`src/rtl/i2s_receiver.sv`:
```
// i2s_receiver: slave-mode I2S capture that turns an oversampled serial stream into
// one parallel left/right pair per frame, with valid and frame-error pulses.
module i2s_receiver #(
    parameter int DATA_WIDTH  = 16,
    parameter int SYNC_STAGES = 2
) (
    input  logic                  clk,
    input  logic                  rst,
    input  logic                  au_bck,
    input  logic                  au_ws,
    input  logic                  au_data,
    output logic [DATA_WIDTH-1:0] audio_left,
    output logic [DATA_WIDTH-1:0] audio_right,
    output logic                  sample_valid,
    output logic                  frame_err
);
    localparam int CW = $clog2(DATA_WIDTH + 1);
    localparam logic [CW-1:0] FULL = CW'(DATA_WIDTH);
    logic [SYNC_STAGES-1:0] bck_s, ws_s, dat_s;
    logic                   bck_d, rise, ws_v, dat_v, ws_chg;
    logic                   prev_ws, locked, left_pend, done, done_ws;
    logic [CW-1:0]          bitcnt, cnt_n, done_cnt;
    logic [DATA_WIDTH-1:0]  shreg, word_n, done_word, left_buf;

    assign ws_v   = ws_s[SYNC_STAGES-1];
    assign dat_v  = dat_s[SYNC_STAGES-1];
    assign ws_chg = ws_v != prev_ws;

    // bits beyond DATA_WIDTH in a long slot are dropped, the counter saturates
    always_comb begin
        cnt_n  = bitcnt < FULL ? bitcnt + CW'(1) : bitcnt;
        word_n = bitcnt < FULL ? {shreg[DATA_WIDTH-2:0], dat_v} : shreg;
    end

    always_ff @(posedge clk) begin
        if (rst) begin
            bck_s        <= '0;
            ws_s         <= '0;
            dat_s        <= '0;
            bck_d        <= 1'b0;
            rise         <= 1'b0;
            prev_ws      <= 1'b0;
            locked       <= 1'b0;
            left_pend    <= 1'b0;
            done         <= 1'b0;
            done_ws      <= 1'b0;
            done_cnt     <= '0;
            done_word    <= '0;
            bitcnt       <= '0;
            shreg        <= '0;
            left_buf     <= '0;
            audio_left   <= '0;
            audio_right  <= '0;
            sample_valid <= 1'b0;
            frame_err    <= 1'b0;
        end else begin
            bck_s        <= {bck_s[SYNC_STAGES-2:0], au_bck};
            ws_s         <= {ws_s[SYNC_STAGES-2:0], au_ws};
            dat_s        <= {dat_s[SYNC_STAGES-2:0], au_data};
            bck_d        <= bck_s[SYNC_STAGES-1];
            rise         <= bck_s[SYNC_STAGES-1] & ~bck_d;
            done         <= 1'b0;
            sample_valid <= 1'b0;
            frame_err    <= 1'b0;
            if (rise) begin
                shreg   <= word_n;
                prev_ws <= ws_v;
                bitcnt  <= ws_chg ? '0 : cnt_n;
                if (ws_chg) begin
                    done      <= 1'b1;
                    done_ws   <= prev_ws;
                    done_cnt  <= cnt_n;
                    done_word <= word_n;
                end
            end
            // slot-close decision runs one cycle after the closing bit is captured
            if (done) begin
                if (!locked) begin
                    locked <= 1'b1;
                end else if (done_cnt < FULL) begin
                    frame_err <= 1'b1;
                    left_pend <= 1'b0;
                end else if (!done_ws) begin
                    left_buf  <= done_word;
                    left_pend <= 1'b1;
                end else if (left_pend) begin
                    audio_left   <= left_buf;
                    audio_right  <= done_word;
                    sample_valid <= 1'b1;
                    left_pend    <= 1'b0;
                end
            end
        end
    end
endmodule

```
`config.mk`:
```
export PLATFORM = sky130hd
export DESIGN_NAME = i2s_receiver
export DESIGN_NICKNAME = d
export VERILOG_FILES = /design/src/rtl/i2s_receiver.sv
export SDC_FILE = /design/constraint.sdc
export NUM_CORES = 1
export LEC_CHECK = 0
export CAP_MARGIN = 20
export CELL_PAD_IN_SITES_DETAIL_PLACEMENT = 1
export CELL_PAD_IN_SITES_GLOBAL_PLACEMENT = 2
export CORE_MARGIN = 2
export CORE_UTILIZATION = 30
export DETAILED_ROUTE_END_ITERATION = 16
export GPL_TIMING_DRIVEN = 0
export HOLD_SLACK_MARGIN = 0.15
export PLACE_DENSITY = 0.63
export SYNTH_ARGS = -nofsm -noshare
export SYNTH_HDL_FRONTEND = slang
export SYNTH_SLANG_ARGS = --single-unit
```
`constraint.sdc`:
```
create_clock -name clk -period 1.9 [get_ports clk]
set_clock_uncertainty 0.2 [all_clocks]
set_input_delay 0.38 -clock clk [delete_from_list [all_inputs] [get_ports clk]]
set_output_delay 0.38 -clock clk [all_outputs]
set_load 0.005 [all_outputs]
```
== Word-level counts from Yosys, hierarchy flattened ==
Cells that the tools add are included.
Operators by class
  $add $sub $neg: 1
  magnitude comparators: 2
  equality and inequality tests: 1
  muxes and demuxes: 8
  bitwise gates (word level): 7
  reduce and logical (&&, ||, !) cells: 7
Operators with widths (count)
  $mux 16: 1
  $lt 5x5->1 const B: 2
  $mux 5: 2
  $not 1->1: 6
  $add 5x1->5 const B: 1
  $mux 1: 5
  $reduce_and 5->1: 1
  $reduce_or 5->1: 1
  $reduce_and 2->1: 2
  $reduce_and 4->1: 1
  $reduce_or 3->1: 1
  $reduce_or 2->1: 1
  $and 1x1->1: 1
  $ne 1x1->1: 1
Word-level totals
  register bits after elaboration: 105
  input port bits: 5
  output and inout bits: 34
  logic and storage cells: 45

== Longest topological paths before layout ==
Gate-level depths: netlist of the first run.
  word-level depth: 3
  gate-level depth with buffers: 5
  gate-level depth less buffers: 4

== Worst setup path after synthesis of the first run ==
Ideal clock, no wire load.
  path type: input-to-reg
  start: input rst
  end: register frame_err
  setup time: 0.130 ns
  arrival: 1.173 ns
  required time: 1.570 ns
  setup slack: 0.397 ns
  stages: 4
  buffers on the path: 3
  path through: clkbuf_1 -> clkbuf_1 -> clkbuf_1 -> nor3_1
Between the ends
  cells in the longest elaborated chain, start to end: 1
RTL lines
  start: declaration: RTL line 8  | input logic rst,
  $reduce_or 3->1 (no line)
  end signal: assignment: RTL line 55  | frame_err <= 1'b0;
  end signal: assignment: RTL line 64  | frame_err <= 1'b0;
  end signal: assignment: RTL line 81  | frame_err <= 1'b1;
  end: declaration: RTL line 15  | output logic frame_err
No other way between the ends.
A chain may end at the register's enable or synchronous reset.

== Worst setup path in the final report of the first run ==
  start: register audio_right[3]
  end: output audio_right[3]
RTL lines
  start: declaration: RTL line 13  | output logic [DATA_WIDTH-1:0] audio_right,
  start signal: assignment: RTL line 88  | audio_right <= done_word;
No word-level cell between the ends.

==> results of run 1 <==
flip-flops by register name, indices dropped and copies added, names as in the netlist, 2 cells and up:
signal       cells
audio_left      16
bitcnt           5
dat_s            2
shreg           16
ws_s             2
left_buf        16
bck_s            2
done_word       16
audio_right     16
per-stage QoR:
stage	setup WS (ps)	setup TNS, ps	utilization, %
2_1_floorplan	397	0	-
3_3_place_gp	-161	-2250	35.6
3_5_place_dp	-208	-3680	35.6
4_1_cts	89.4	0	37.8
5_1_grt	36.6	0	37.8
6_report	114	0	37.8
worst register-to-register path: stages, from the launching register on:
cell      delay [ps]
dfxtp_1          400
xor2_2           390
and2_1           210
buf_6            120
buf_6            150
a211oi_1          80
power breakdown:
group	total (mW)	switching, mW	leakage [nW]	internal (mW)
Combinational	0.112	0.0666	0.881	0.0450
Clock	1.76	0.775	0.139	0.989
Sequential	2.13	0.00704	0.815	2.13
final timing paths:
path                  start        endpoint  slack, ps
max          audio_right[3]  audio_right[3]        110
min                   bck_d            rise        200
max reg2reg         prev_ws   done_word[14]        210
min reg2reg           bck_d            rise        200
cells in the final DEF (no fill, tap or decap), types with 4 or more instances in the layout:
| cell type | n |
|---|---|
| dfxtp_1 | 101 |
| nand2b_1 | 66 |
| mux2i_1 | 65 |
| clkdlybuf4s50_1 | 37 |
| nand2_1 | 36 |
| a21oi_1 | 36 |
| clkbuf_1 | 17 |
| a211oi_1 | 14 |
| nor2b_1 | 11 |
| buf_2 | 9 |
| clkbuf_16 | 9 |
| nor3_1 | 5 |
| buf_6 | 4 |
| a211oi_2 | 4 |
final cells by class:
cell class | instances | area share [%]
clock inverters | 1 | 0.104
flip-flops and latches | 101 | 42.1
clock buffers | 14 | 5.70
well taps | 172 | 4.48
plain buffers | 30 | 3.36
multi-input cells | 256 | 36.6
repair buffers | 37 | 7.70
layer usage:
| layer | GRT usage, % | up-vias | wire [um] |
|---|---|---|---|
| li1 | - | 1405 | - |
| met1 | 18.7 | 1323 | 4740 |
| met2 | 21.5 | 28 | 4100 |
| met3 | 2.75 | 12 | 223 |
| met4 | 5.80 | 0 | 170 |
| met5 | 0 | - | 0 |
cell families (layout without fill, tap and decap cells):
| kind of cell | Yosys count | after routing | synth area share (%) |
|---|---|---|---|
| AOI/OAI and AO/OA | 58 | 58 | 9.14 |
| xor gates and xnor gates | 3 | 3 | 0.857 |
| adders and majority gates | 1 | 1 | 0.317 |
| buffers and inverters | 30 | 82 | 4.09 |
| DFF | 101 | 101 | 51.3 |
| muxes | 65 | 65 | 16.5 |
| and+or+nand+nor | 129 | 129 | 17.8 |
==> reports/summary.txt, run 1 <==
outcome: completed
area delta synth->final: 21.9%
clk root buf: clkbuf_16
DR iter-0 viols: 93
placed cell count: 596
initial antenna violation count: 0
reg2reg path depth: 5
Post-CTS Hold Fix Bufs: 0
final setup fails: 0
Post-DP Area: 0.00453 sq mm
critical path depth: 1
CTS tree: built
Post-CTS Repair Setup Buffers: 0
hold violation total from the final report: 0
Sink Count: 101
Via-to-Cell Ratio: 4.53
Die Wd: 119 um
vias in the first global route: 2881
Crit path max-delay family: buffers and inverters
Post-DRT Antenna Nets: 0
Die Y: 119 um
post-layout min period: 1790 ps
Crit path largest cell delay: 510 ps
Tot Pwr: 4.01 mW
count leader, synth: dfxtp_1
EDFF count, synth: 0
Seq cells post-synth: 101
Vias: 2768
Residual DRC: 0
Buffers & Inverters on Critical Path: 1
global route overflow: 0
Peak VDD IR: 335 uV
Worst Max-Slew Pin Slew: 578 ps
area of the multi-input gates: 0.00176 sq mm
largest net degree at the start of global routing: 15
CP Data Arrival Time: 1210 ps
clock-pin slew on the worst setup and hold paths: 70 ps
first-pass GRT wire length: 15300 um
final worst-path cycle share: 94.0%
Buffers on Ports: 37
Post-CTS Resized: 0
H-tree levels: 3
Synth area leaders: dfxtp_1, mux2i_1, nand2b_1
CP max FO: 2
max-slew violation count: 0
area leader, netlist: dfxtp_1
Non-Filler Instances: 611
top-area cell type share of the netlist area: 51.3%
Post-Synthesis Cells: 387
unrepaired setup endpoints after global routing: no
share of cells above drive strength 1: 7.52%
asr flop ratio synth: 0%
crit start category: flop
gr usage total: 13.9%
starting density of the core: 31.0%
routability congestion estimate: 0.685
syn_area_per_cell: 10.2 sq um
Total Wirelength: 9230 um
Max-slew headroom: 61.4%
final hold slack: 198 ps
Slowest cell on crit path: clkdlybuf4s50_1
Critical Path, Cell by Cell: clkdlybuf4s50_1
Synth Flop Type: dfxtp_1
Worst Hold Class: reg -> reg
P_leak: 1.83 nW
Die ar.: 0.0141 sq mm
drt wl/cell: 15.1 um
IO Count: 39
max cap viols: 0
worst skew pair latency: 340 ps
sequential element share of the synthesized area: 51.3%
synth warn: 0
Distinct cells, synth: 27
Clock Path Buffers: 2
fin nets: 441
Antenna diodes: 0
Design Area, Final: 0.00481 sq mm
row count: 41
Critical Path RT: 1320 ps
Register Area: 0.00202 sq mm
fill count: 1479
syn nets: 393
hold depth: 1
Power Dens Cells: 834 mW/mm^2
core area: 0.0127 sq mm
endpoint class of the critical path: primary output
Setup CP Type: reg -> out
Num CTS Buffers: 9
Synth top cells by count: dfxtp_1, nand2b_1, mux2i_1
fmax: 560 MHz
Syn Std Cell Area: 0.00394 sq mm
Post-DP HPWL: 6820 um
DRT Pass-1 Iters: 4
Note: power is estimated with default switching activity, not from simulation.
==> inputs of run 2 (changes only) <==
--- a/config.mk
+++ b/config.mk
@@ -10,6 +10,7 @@
 export CELL_PAD_IN_SITES_GLOBAL_PLACEMENT = 2
 export CORE_MARGIN = 2
 export CORE_UTILIZATION = 30
+export CTS_BUF_LIST = sky130_fd_sc_hd__clkbuf_8
 export DETAILED_ROUTE_END_ITERATION = 16
 export GPL_TIMING_DRIVEN = 0
 export HOLD_SLACK_MARGIN = 0.15
==> reports/summary.txt, run 2 (synthesized netlist as in run 1, its figures left out) <==
P_leak: 1.80 nW (-2.1%)
Die ar.: 0.0141 sq mm (unchanged)
fmax: 547 MHz (-2.3%)
Clock Path Buffers: 2 (unchanged)
IO Count: 39 (unchanged)
initial antenna violation count: 0 (unchanged)
final setup fails: 0 (unchanged)
Worst Max-Slew Pin Slew: 582 ps (+3.38 ps)
Residual DRC: 0 (unchanged)
commonest non-fill, non-tap cell in the layout: dfxtp_1
DR iter-0 viols: 86 (-7.5%)
Register Area: 0.00202 sq mm (unchanged)
CP Data Arrival Time: 1250 ps (+40 ps)
vias in the first global route: 2847 (-1.2%)
DRT Pass-1 Iters: 4 (unchanged)
setup_tns: 0 ps (unchanged)
Antenna diodes: 0 (unchanged)
Post-DRT Antenna Nets: 0 (unchanged)
CP max FO: 2 (unchanged)
Vias: 2773 (+0.18%)
Buffers on Ports: 37 (unchanged)
Max-slew headroom: 61.2% (-0.23 points)
routability congestion estimate: 0.685 (unchanged)
Critical Path, Cell by Cell: clkdlybuf4s50_1
final worst-path cycle share: 96.2% (+2.2 points)
Buffers & Inverters on Critical Path: 1 (unchanged)
met2 WL post-DR: 4090 um (about the same)
Power Dens Cells: 751 mW/mm^2 (-9.9%)
Crit path max-delay family: buffers and inverters
critical path depth: 1 (unchanged)
outcome: completed
Post-CTS Hold Fix Bufs: 0 (unchanged)
Crit path largest cell delay: 510 ps (about the same)
fill count: 1489 (+0.68%)
Met1 Routed Length: 4680 um (-1.3%)
Die Wd: 119 um (unchanged)
max-slew violation count: 0 (unchanged)
largest net degree at the start of global routing: 15 (unchanged)
Post-CTS Repair Setup Buffers: 0 (unchanged)
met3 wire len: 220 um (-1.3%)
crit start category: flop
CTS tree: built
Sink Count: 101 (unchanged)
core area: 0.0127 sq mm (unchanged)
clk root buf: clkbuf_8
drt wl/cell: 15.0 um (-0.57%)
reg2reg path depth: 5 (unchanged)
worst skew pair latency: 370 ps (+30 ps)
Via-to-Cell Ratio: 4.54 (+0.18%)
H-tree levels: 3 (unchanged)
Post-CTS Resized: 0 (unchanged)
Peak VDD IR: 268 uV (-20%)
area of the multi-input gates: 0.00176 sq mm (unchanged)
Critical Path RT: 1320 ps (about the same)
unrepaired setup endpoints after global routing: no
Setup CP Type: reg -> out
final core occ: 37.0% (-0.80 points)
starting density of the core: 31.0% (unchanged)
endpoint class of the critical path: primary output
DP Worst Slack: -208 ps (unchanged)
Tot Pwr: 3.54 mW (-12%)
clock-pin slew on the worst setup and hold paths: 90 ps (+20 ps)
hold violation total from the final report: 0 (unchanged)
Die Y: 119 um (unchanged)
row count: 41 (unchanged)
commonest cells after routing, fill and taps aside: dfxtp_1, nand2b_1, mux2i_1, clkdlybuf4s50_1
Worst Hold Class: reg -> reg
area delta synth->final: 19.4%
max cap viols: 0 (unchanged)
global route overflow: 0 (unchanged)
Slowest cell on crit path: clkdlybuf4s50_1
Total Wirelength: 9180 um (-0.57%)
hold depth: 1 (unchanged)
post-layout min period: 1830 ps (+42.7 ps)
share of cells above drive strength 1: 7.52% (unchanged)
worst setup margin: 71.3 ps (-42.7 ps)
Num CTS Buffers: 9 (unchanged)
gr usage total: 13.9% (about the same)
Post-DP HPWL: 6820 um (unchanged)
top sig layer: met4
fin nets: 441 (unchanged)
first-pass GRT wire length: 15200 um (-0.63%)
==> run 2: cell count changes in the layout (fill, tap and decap cells not counted), sizes merged <==
cell | before | now
inv | 0 | 2
clkbuf | 29 | 27
==> run 2: worst paths after layout <==
kind                                startpoint             end  slack (ps)
worst max-delay path            audio_right[3]  audio_right[3]          70
worst min-delay path                     bck_d            rise         200
worst max register to register         prev_ws   done_word[14]         200
worst min register to register           bck_d            rise         200
==> run 2: cell type report <==
cell class,count,share of cell area (%)
sequential,101,43.0
timing repair buffer,37,7.87
tap,172,4.57
clock buffer,12,3.51
clock inverter,3,0.266
buffer,30,3.43
multi-input combinational,256,37.4
==> run 2: metrics by stage <==
stage,instances,hold slack [ps],instance area [sq um]
after detailed placement,596,175,4530
after global placement,596,186,4530
after floorplan,387,167,3940
after CTS,611,205,4710
final,611,201,4710
after global routing,611,223,4710
==> run 2: metal layers <==
metal | global-route usage (%) | up-vias
li1 | - | 1404
met1 | 18.6 | 1329
met2 | 21.4 | 29
met3 | 2.75 | 11
met4 | 6.25 | 0
met5 | 0 | -
==> run 2: where the power goes <==
part,switching [mW],internal (mW)
registers,0.00704,2.13
clock network,0.724,0.567
logic,0.0669,0.0450
